## src/rtl/rack_jtag_pkg.sv

```systemverilog
// Shared definitions for the rack JTAG master: opcodes, length limits, FSM encoding.
// Latency: n/a (constants and pure functions only).
// Backpressure: n/a.
//
// Contents: OP_SHIFT/OP_SELECT opcodes, MAX_LEN/SEL_LEN bit limits,
// state_e FSM encoding, and command decode helpers used at accept time.
package rack_jtag_pkg;

  localparam logic [1:0] OP_SHIFT  = 2'b00;
  localparam logic [1:0] OP_SELECT = 2'b01;

  localparam int MAX_LEN = 32;
  localparam int SEL_LEN = 8;

  typedef enum logic [1:0] {
    ST_IDLE = 2'd0,
    ST_LOW  = 2'd1,
    ST_HIGH = 2'd2,
    ST_DONE = 2'd3
  } state_e;

  // Commands that complete without any TTCK activity.
  function automatic logic is_noop(input logic [1:0] op, input logic [5:0] len);
    return op[1] || ((op == OP_SHIFT) && (len == 6'd0));
  endfunction

  // Index of the final bit of a command; SHIFT lengths above MAX_LEN clamp.
  // Only meaningful for commands that are not no-ops.
  function automatic logic [4:0] last_bit(input logic [1:0] op, input logic [5:0] len);
    logic [5:0] n;
    if (op == OP_SELECT) begin
      n = 6'(SEL_LEN);
    end else if (len > 6'(MAX_LEN)) begin
      n = 6'(MAX_LEN);
    end else begin
      n = len;
    end
    return 5'(n - 6'd1);
  endfunction

endpackage

```

## src/rtl/rack_jtag_tick.sv

```systemverilog
// TTCK half-period divider: pulses tick_o on the last CLK cycle of each phase.
// Latency: tick_o asserts CLKDIV cycles after en_i rises; combinational from the count.
// Backpressure: none; dropping en_i or a tick reloads the count so it never wraps.
//
// Ports: CLK (clock), RST_B (sync active-low reset), en_i (phase active),
//        tick_o (one-cycle end-of-phase pulse).
module rack_jtag_tick #(
  parameter int CLKDIV = 4
) (
  input  logic CLK,
  input  logic RST_B,
  input  logic en_i,
  output logic tick_o
);

  localparam logic [7:0] LAST = 8'(CLKDIV - 1);

  logic [7:0] cnt_q;
  logic [7:0] cnt_d;

  assign tick_o = en_i && (cnt_q == LAST);

  always_comb begin
    cnt_d = cnt_q;
    if (!en_i || tick_o) begin
      cnt_d = '0;
    end else begin
      cnt_d = cnt_q + 8'd1;
    end
  end

  always_ff @(posedge CLK) begin
    if (!RST_B) begin
      cnt_q <= '0;
    end else begin
      cnt_q <= cnt_d;
    end
  end

endmodule

```

## src/rtl/rack_jtag_master.sv

```systemverilog
// Rack JTAG master: runs SHIFT / SELECT commands as TTCK/TTMS/TTDI bit sequences.
// Latency: accept edge to RSP_VALID is 1 + 2*CLKDIV*bits cycles, 1 cycle for no-ops.
// Backpressure: CMD_READY only in IDLE/DONE; one command in flight, no queuing.
//
// Ports: CLK, RST_B (sync active-low); CMD_VALID/CMD_READY handshake with
// CMD_OP, CMD_LEN, CMD_TMS, CMD_TDI; RSP_VALID pulse with RSP_TDO;
// TTCK, TTMS, TTDI, TCTRL_B drive the rack mux, TTDO returns chain data.
module rack_jtag_master
  import rack_jtag_pkg::*;
#(
  parameter int CLKDIV = 4
) (
  input  logic        CLK,
  input  logic        RST_B,
  input  logic        CMD_VALID,
  output logic        CMD_READY,
  input  logic [1:0]  CMD_OP,
  input  logic [5:0]  CMD_LEN,
  input  logic [31:0] CMD_TMS,
  input  logic [31:0] CMD_TDI,
  output logic        RSP_VALID,
  output logic [31:0] RSP_TDO,
  output logic        TTCK,
  output logic        TTMS,
  output logic        TTDI,
  output logic        TCTRL_B,
  input  logic        TTDO
);

  state_e      state_q;
  state_e      state_d;
  logic        rdy_en_q;   // holds CMD_READY low for the cycle right after reset
  logic        sel_q;
  logic [4:0]  last_q;
  logic [4:0]  bit_q;
  logic [31:0] tms_q;
  logic [31:0] tdi_q;
  logic [31:0] tdo_q;
  logic        ttms_q;     // TMS level held between bits and between commands

  logic        tick;
  logic        active;
  logic        accept;
  logic [4:0]  cur_idx;

  assign active  = (state_q == ST_LOW) || (state_q == ST_HIGH);
  assign accept  = CMD_VALID && CMD_READY;
  assign RSP_TDO = tdo_q;

  // SELECT shifts the mux enable MSB first, so walk TDI from bit 7 down.
  assign cur_idx = sel_q ? {2'b00, 3'(SEL_LEN - 1) - bit_q[2:0]} : bit_q;

  rack_jtag_tick #(
    .CLKDIV(CLKDIV)
  ) u_tick (
    .CLK   (CLK),
    .RST_B (RST_B),
    .en_i  (active),
    .tick_o(tick)
  );

  // State register.
  always_ff @(posedge CLK) begin
    if (!RST_B) begin
      state_q <= ST_IDLE;
    end else begin
      state_q <= state_d;
    end
  end

  // Next-state logic. DONE accepts like IDLE so back-to-back commands have no gap.
  always_comb begin
    state_d = state_q;
    unique case (state_q)
      ST_IDLE, ST_DONE: begin
        if (accept) begin
          state_d = is_noop(CMD_OP, CMD_LEN) ? ST_DONE : ST_LOW;
        end else begin
          state_d = ST_IDLE;
        end
      end
      ST_LOW: begin
        if (tick) state_d = ST_HIGH;
      end
      ST_HIGH: begin
        if (tick) state_d = (bit_q == last_q) ? ST_DONE : ST_LOW;
      end
      default: state_d = ST_IDLE;
    endcase
  end

  // Output logic.
  always_comb begin
    TTCK      = 1'b0;
    TTMS      = ttms_q;
    TTDI      = 1'b0;
    TCTRL_B   = 1'b1;
    RSP_VALID = 1'b0;
    CMD_READY = 1'b0;
    unique case (state_q)
      ST_IDLE: begin
        CMD_READY = rdy_en_q;
      end
      ST_LOW, ST_HIGH: begin
        TTCK    = (state_q == ST_HIGH);
        TTDI    = tdi_q[cur_idx];
        TCTRL_B = !sel_q;
        if (!sel_q) TTMS = tms_q[bit_q];
      end
      ST_DONE: begin
        RSP_VALID = 1'b1;
        CMD_READY = rdy_en_q;
      end
      default: ;
    endcase
  end

  // Command registers, bit counter and TDO capture.
  always_ff @(posedge CLK) begin
    if (!RST_B) begin
      rdy_en_q <= 1'b0;
      sel_q    <= 1'b0;
      last_q   <= '0;
      bit_q    <= '0;
      tms_q    <= '0;
      tdi_q    <= '0;
      tdo_q    <= '0;
      ttms_q   <= 1'b1;
    end else begin
      rdy_en_q <= 1'b1;
      if (accept) begin
        sel_q  <= (CMD_OP == OP_SELECT);
        last_q <= last_bit(CMD_OP, CMD_LEN);
        tms_q  <= CMD_TMS;
        tdi_q  <= CMD_TDI;
        tdo_q  <= '0;
        bit_q  <= '0;
      end else begin
        // LOW->HIGH edge is the TTCK rising edge: capture TDO, latch TMS level.
        if ((state_q == ST_LOW) && tick && !sel_q) begin
          tdo_q[bit_q] <= TTDO;
          ttms_q       <= tms_q[bit_q];
        end
        if ((state_q == ST_HIGH) && tick && (bit_q != last_q)) begin
          bit_q <= bit_q + 5'd1;
        end
      end
    end
  end

endmodule

```

## config.mk

```make
export PLATFORM = sky130hd
export DESIGN_NAME = rack_jtag_master
export DESIGN_NICKNAME = d
export VERILOG_FILES = /design/src/rtl/rack_jtag_pkg.sv /design/src/rtl/rack_jtag_tick.sv /design/src/rtl/rack_jtag_master.sv
export SDC_FILE = /design/constraint.sdc
export NUM_CORES = 1
export LEC_CHECK = 0
export CORE_MARGIN = 10
export CORE_UTILIZATION = 50
export DETAILED_ROUTE_END_ITERATION = 8
export PLACE_DENSITY = 0.88
export SKIP_CTS_REPAIR_TIMING = 1
export SYNTH_ARGS = -nofsm -noshare
export SYNTH_HDL_FRONTEND = slang
export SYNTH_SLANG_ARGS = --single-unit
```

## constraint.sdc

```tcl
create_clock -name CLK -period 2.45 [get_ports CLK]
set_input_delay 0.245 -clock CLK [delete_from_list [all_inputs] [get_ports CLK]]
set_output_delay 0.245 -clock CLK [all_outputs]
set_load 0.02 [all_outputs]
```

==> results of run 1 <==
-- kinds of logic after synthesis --
kind of cell / Yosys count / synth area share
AOI/OAI and AO/OA: 101 / 0.107
xor gates and xnor gates: 19 / 0.0330
adders and majority gates: 9 / 0.0205
buffers and inverters: 56 / 0.0446
DFF: 119 / 0.434
muxes: 55 / 0.137
and+or+nand+nor: 281 / 0.225
-- final timing paths --
check / endpoint / slack (ns) / cells after the start
worst min-delay path: tdi_q[16]$_SDFFE_PN0P_ / 0.26 / 3
worst max-delay path: TTDI / -0.26 / 7
worst max register to register: bit_q[4]$_SDFFE_PP0P_ / 0.24 / 8
worst min register to register: tdi_q[31]$_SDFFE_PN0P_ / 0.46 / 2
-- layout make-up --
cell class | instances | share of cell area
Clock inverter | 13 | 0.0168
Clock buffer | 18 | 0.0575
Sequential cell | 119 | 0.321
Multi-Input combinational cell | 465 | 0.388
Inverter | 7 | 0.00353
Tap cell | 140 | 0.0235
Timing Repair Buffer | 140 | 0.190
-- metal layers --
layer	part of all wire	GRT usage	wire length [um]
met3	0.073	0.0600	1180
met4	0.019	0.0698	312
met2	0.51	0.338	8180
met1	0.40	0.220	6500
met5	0	0	0
-- worst max-delay path, cell delays in order, from the launching register on --
cell and delay (ns):
dfxtp_4 0.37, xor2_2 0.17, buf_6 0.14, mux4_2 0.53, a211oi_2 0.28, nor2_1 0.07, a31o_1 0.25, buf_6 0.14
-- sequential cells by signal (all words and copies together) (netlist names) --
name,cells
RSP_TDO,32
tdi_q,32
tms_q,32
u_tick.cnt_q,8
bit_q,5
last_q,5
state_q,2
rdy_en_q,1
sel_q,1
ttms_q,1
-- where the power goes --
group | switching [mW] | internal, mW | total [mW]
Sequential | 0.138 | 2.12 | 2.25
Combinational | 0.515 | 0.433 | 0.948
Clock | 0.922 | 1.37 | 2.30
-- through the flow --
stage                     hold slack, ns  cells   util
after global placement             0.438    870  0.634
final                              0.265    902  0.690
after detailed placement           0.444    870  0.634
after global routing               0.258    902  0.690
after CTS                          0.256    901  0.685
after floorplan                    0.273    640      -
-- Yosys cell counts, types with 2 or more instances --
library cell,n,area [um^2]
nor3b_1,8,60.1
o221ai_1,2,17.5
o211ai_1,2,15.0
nand4_1,2,12.5
nand2b_1,6,37.5
o22ai_1,2,12.5
and2_1,2,12.5
a21oi_1,72,360
dfxtp_1,119,2380
a211oi_1,6,45.0
mux4_1,4,105
mux2i_1,36,360
inv_1,6,22.5
xor2_1,10,87.6
o21ai_0,2,10.0
buf_6,3,33.8
xnor2_1,7,61.3
buf_2,10,50.1
a22oi_1,4,30.0
nand2_1,139,522
mux4_2,10,225
clkbuf_1,33,124
nand3_1,39,195
nor3_1,4,20.0
buf_1,3,11.3
and3_1,6,37.5
ha_1,9,113
nor2_1,62,233
and3b_1,3,26.3
nor2b_1,3,18.8
mux2_2,4,45.0
a311oi_1,2,17.5
==> out/results.txt, run 1 <==
initial core utilization - 0.509
largest net degree at the start of global routing - 74
unique cell type count in the Yosys netlist - 52
Synth warnings - 0
H-tree levels - 4
Setup Skew - 0.00744 ns
Wirelength per Cell - 17.9 um
cell count after synthesis - 640
Die Span Y - 125 um
period utilization - 1.10
Post-DRT Antenna Nets - 0
die footprint - 0.0156 mm^2
HPWL after DPL - 11100 um
clk slew on worst S/H paths - 0.06 ns
Die X - 125 um
cell row count - 38
Reg area - 0.00239 mm^2
sequential area share after synthesis - 0.434
area taken by multi-input logic gates - 0.00289 mm^2
most frequent cells in the layout - nand2_1, dfxtp_1, clkdlybuf4s50_1
count of flip-flops with a built-in enable after synthesis - 0
crit path DAT - 2.46 ns
Slew HR - 0.567
Synth Register Bits - 119
DRC viols - 0
commonest non-fill, non-tap cell in the layout - nand2_1
crit start category - flip-flop
core area - 0.0108 mm^2
setup_tns - -0.369 ns
diode count - 0
initial drt markers - 550
final setup fails - 2
fin area - 0.00744 mm^2
GRT Util Overall - 0.195
share of cells above drive strength 1 - 0.126
Worst-Margin Slew - 0.645 ns
clk sinks - 119
Fmax - 370 MHz
Worst VDD drop - 0.571 mV
Fillers - 749
Most used DFF post-synth - dfxtp_1
CTS Buffer Depth - 2
total gr overflow - 0
Leak - 2.89 nW
initial antenna violation count - 0
Area Overhead vs Synth - 35.5%
clock root buffer - clkbuf_8
dpl ws - -0.174 ns
max_cap viols - 0
area post-placement - 0.00684 mm^2
first-pass GRT wire length - 25600 um
Vias - 5171
Hold Path Class - input port to flip-flop
Final nets - 835
reg-to-reg critical path startpoint - state_q[0]$_SDFFE_PN0P_
failing checks - setup timing
later-pin clock latency in the skew report - 0.52 ns
GP Congestion - 0.852
Routed WL - 16200 um
Crit Path Max Fanout - 4
Final Hold Fails - 0
CTS Buf Count - 17
Port-buffer cells - 113
vias in the first global route - 5187
CTS tree - done
net count after synthesis - 725
drt pass-1 iters - 5
Vias/cell - 5.73
Pwr Density - 738 mW/mm^2
PnR Total Power - 5.50 mW
Avg Cell Area, Syn - 8.59 um^2
Worst Setup SP - bit_q[0]$_SDFFE_PP0P_
Mapped Area - 0.00550 mm^2
crit end category - output pin
worst path required time - 2.20 ns
Worst Hold Launch - CMD_TDI[16]
setup ws final - -0.256 ns
asr flop ratio synth - 0
status - complete, but fails checks
crit path kind - flip-flop to output pin
fin crit period - 2.71 ns
I/O pin total - 114
Final Max Slew Viols - 0
RSZ-0062 raised after global routing - true
(Power assumes the default switching activity.)
==> run 2, diff against run 1 <==
--- a/config.mk
+++ b/config.mk
@@ -7,6 +7,7 @@
 export LEC_CHECK = 0
 export CORE_MARGIN = 10
 export CORE_UTILIZATION = 50
+export CTS_CLUSTER_SIZE = 12
 export DETAILED_ROUTE_END_ITERATION = 8
 export PLACE_DENSITY = 0.88
 export SKIP_CTS_REPAIR_TIMING = 1
==> results of run 2 <==
Same layout as run 1: the final DEF is identical, and so are final timing and power.
==> run 3, diff against run 2 <==
--- a/config.mk
+++ b/config.mk
@@ -5,7 +5,6 @@
 export SDC_FILE = /design/constraint.sdc
 export NUM_CORES = 1
 export LEC_CHECK = 0
-export CORE_MARGIN = 10
 export CORE_UTILIZATION = 50
 export CTS_CLUSTER_SIZE = 12
 export DETAILED_ROUTE_END_ITERATION = 8
==> run 3 against run 2 <==
Against the previous run: the run still ends with setup timing left; critical path depth down 1; hold slack about the same; maximum frequency up 0.61%; design area about the same; first-iteration DRC count down 38%; sequential power about the same; critical endpoint unchanged; largest power group unchanged.
==> out/results.txt, run 3 (same netlist as run 1, synthesis figures left out) <==
dpl ws - -0.193 ns
setup ws final - -0.239 ns
first-pass GRT wire length - 23800 um
Vias - 5056
total gr overflow - 0
fin crit period - 2.69 ns
initial drt markers - 343
I/O pin total - 114
max_cap viols - 0
GRT Util Overall - 0.266
initial core utilization - 0.523
crit end category - output pin
status - complete, but fails checks
Final nets - 837
CTS Buf Count - 17
Final Hold Fails - 0
Crit Path Max Fanout - 11
HPWL after DPL - 9910 um
commonest non-fill, non-tap cell in the layout - nand2_1
clk sinks - 119
dpl cells - 868
setup_tns - -0.441 ns
Fmax - 372 MHz
later-pin clock latency in the skew report - 0.53 ns
Worst-Margin Slew - 0.618 ns
Slew HR - 0.585
CP max-delay cell - mux4_2
period utilization - 1.10
vias in the first global route - 5000
Fillers - 760
RSZ-0062 raised after global routing - true
Port-buffer cells - 113
Leak - 2.90 nW
core area - 0.0105 mm^2
Worst VDD drop - 0.478 mV
clk slew on worst S/H paths - 0.06 ns
crit start category - flip-flop
Die X - 107 um
H-tree levels - 4
largest net degree at the start of global routing - 74
DRC viols - 0
CTS Buffer Depth - 2
final setup fails - 2
Wirelength per Cell - 16.3 um
Routed WL - 14700 um
Pwr Density - 742 mW/mm^2
worst path required time - 2.20 ns
die footprint - 0.0114 mm^2
initial antenna violation count - 0
failing checks - setup timing
Final Max Slew Viols - 0
Post-DRT Antenna Nets - 0
diode count - 0
most frequent cells in the layout - nand2_1, dfxtp_1, clkdlybuf4s50_1
GP Congestion - 0.877
CTS tree - done
crit path DAT - 2.44 ns
Die Span Y - 107 um
Hold Path Class - input port to flip-flop
slowest cell delay on critical path - 0.51 ns
drt pass-1 iters - 5
Non-Filler Instances - 900
cell row count - 37
share of cells above drive strength 1 - 0.127
fin area - 0.00744 mm^2
Area Overhead vs Synth - 35.3%
Vias/cell - 5.62
clock root buffer - clkbuf_8
area post-placement - 0.00684 mm^2
crit path kind - flip-flop to output pin
Critical Path, Cell by Cell - buf_4, mux4_2, a21boi_0, o211ai_1, a31o_1, buf_2
Setup Skew - 0.00950 ns
run 3: where the power goes:
group	internal [mW]	switching (mW)	total [mW]
clock	1.43	0.907	2.34
sequential	2.12	0.129	2.24
combinational	0.432	0.503	0.935
total	3.98	1.54	5.52
run 3: final cells by class:
class	instances	area, um^2	area share
Clock buffer	18	418	0.0562
Clock inverter	13	134	0.0180
Inverter	7	26.3	0.00353
Multi-Input combinational cell	465	2900	0.390
Sequential cell	119	2390	0.321
Tap cell	136	170	0.0229
Timing Repair Buffer	142	1400	0.188
run 3: critical path, delay by kind of cell (launching register included):
| family | cells | cell delay [ns] |
|---|---|---|
| AO/OA/AOI/OAI | 3 | 0.63 |
| buffers and inverters | 2 | 0.37 |
| flip-flops | 1 | 0.40 |
| multiplexers | 1 | 0.51 |
run 3: final timing paths:
path | cells past startpoint | end | from | slack [ns]
max reg2reg | 9 | RSP_TDO[4]$_SDFFE_PP0P_ | state_q[0]$_SDFFE_PN0P_ | 0.30
min reg2reg | 2 | tdi_q[14]$_SDFFE_PN0P_ | tdi_q[14]$_SDFFE_PN0P_ | 0.46
min | 3 | tdi_q[14]$_SDFFE_PN0P_ | CMD_TDI[14] | 0.26
max | 6 | TTDI | bit_q[0]$_SDFFE_PP0P_ | -0.24
run 3: per-layer routing:
metal	vias up	wire length (um)	part of all wire	global-route usage
met5	-	0	0	0
li1	2413	-	-	-
met2	191	7330	0.50	0.450
met4	0	323	0.022	0.103
met3	35	788	0.054	0.0681
met1	2417	6240	0.43	0.323
run 3: through the flow:
stage,hold WS [ns],utilization,total power [mW]
after floorplan,0.273,-,2.80
final,0.264,0.708,5.52
after CTS,0.252,0.704,5.50
after detailed placement,0.453,0.651,3.18
after global placement,0.441,0.651,3.14
after global routing,0.270,0.708,5.73
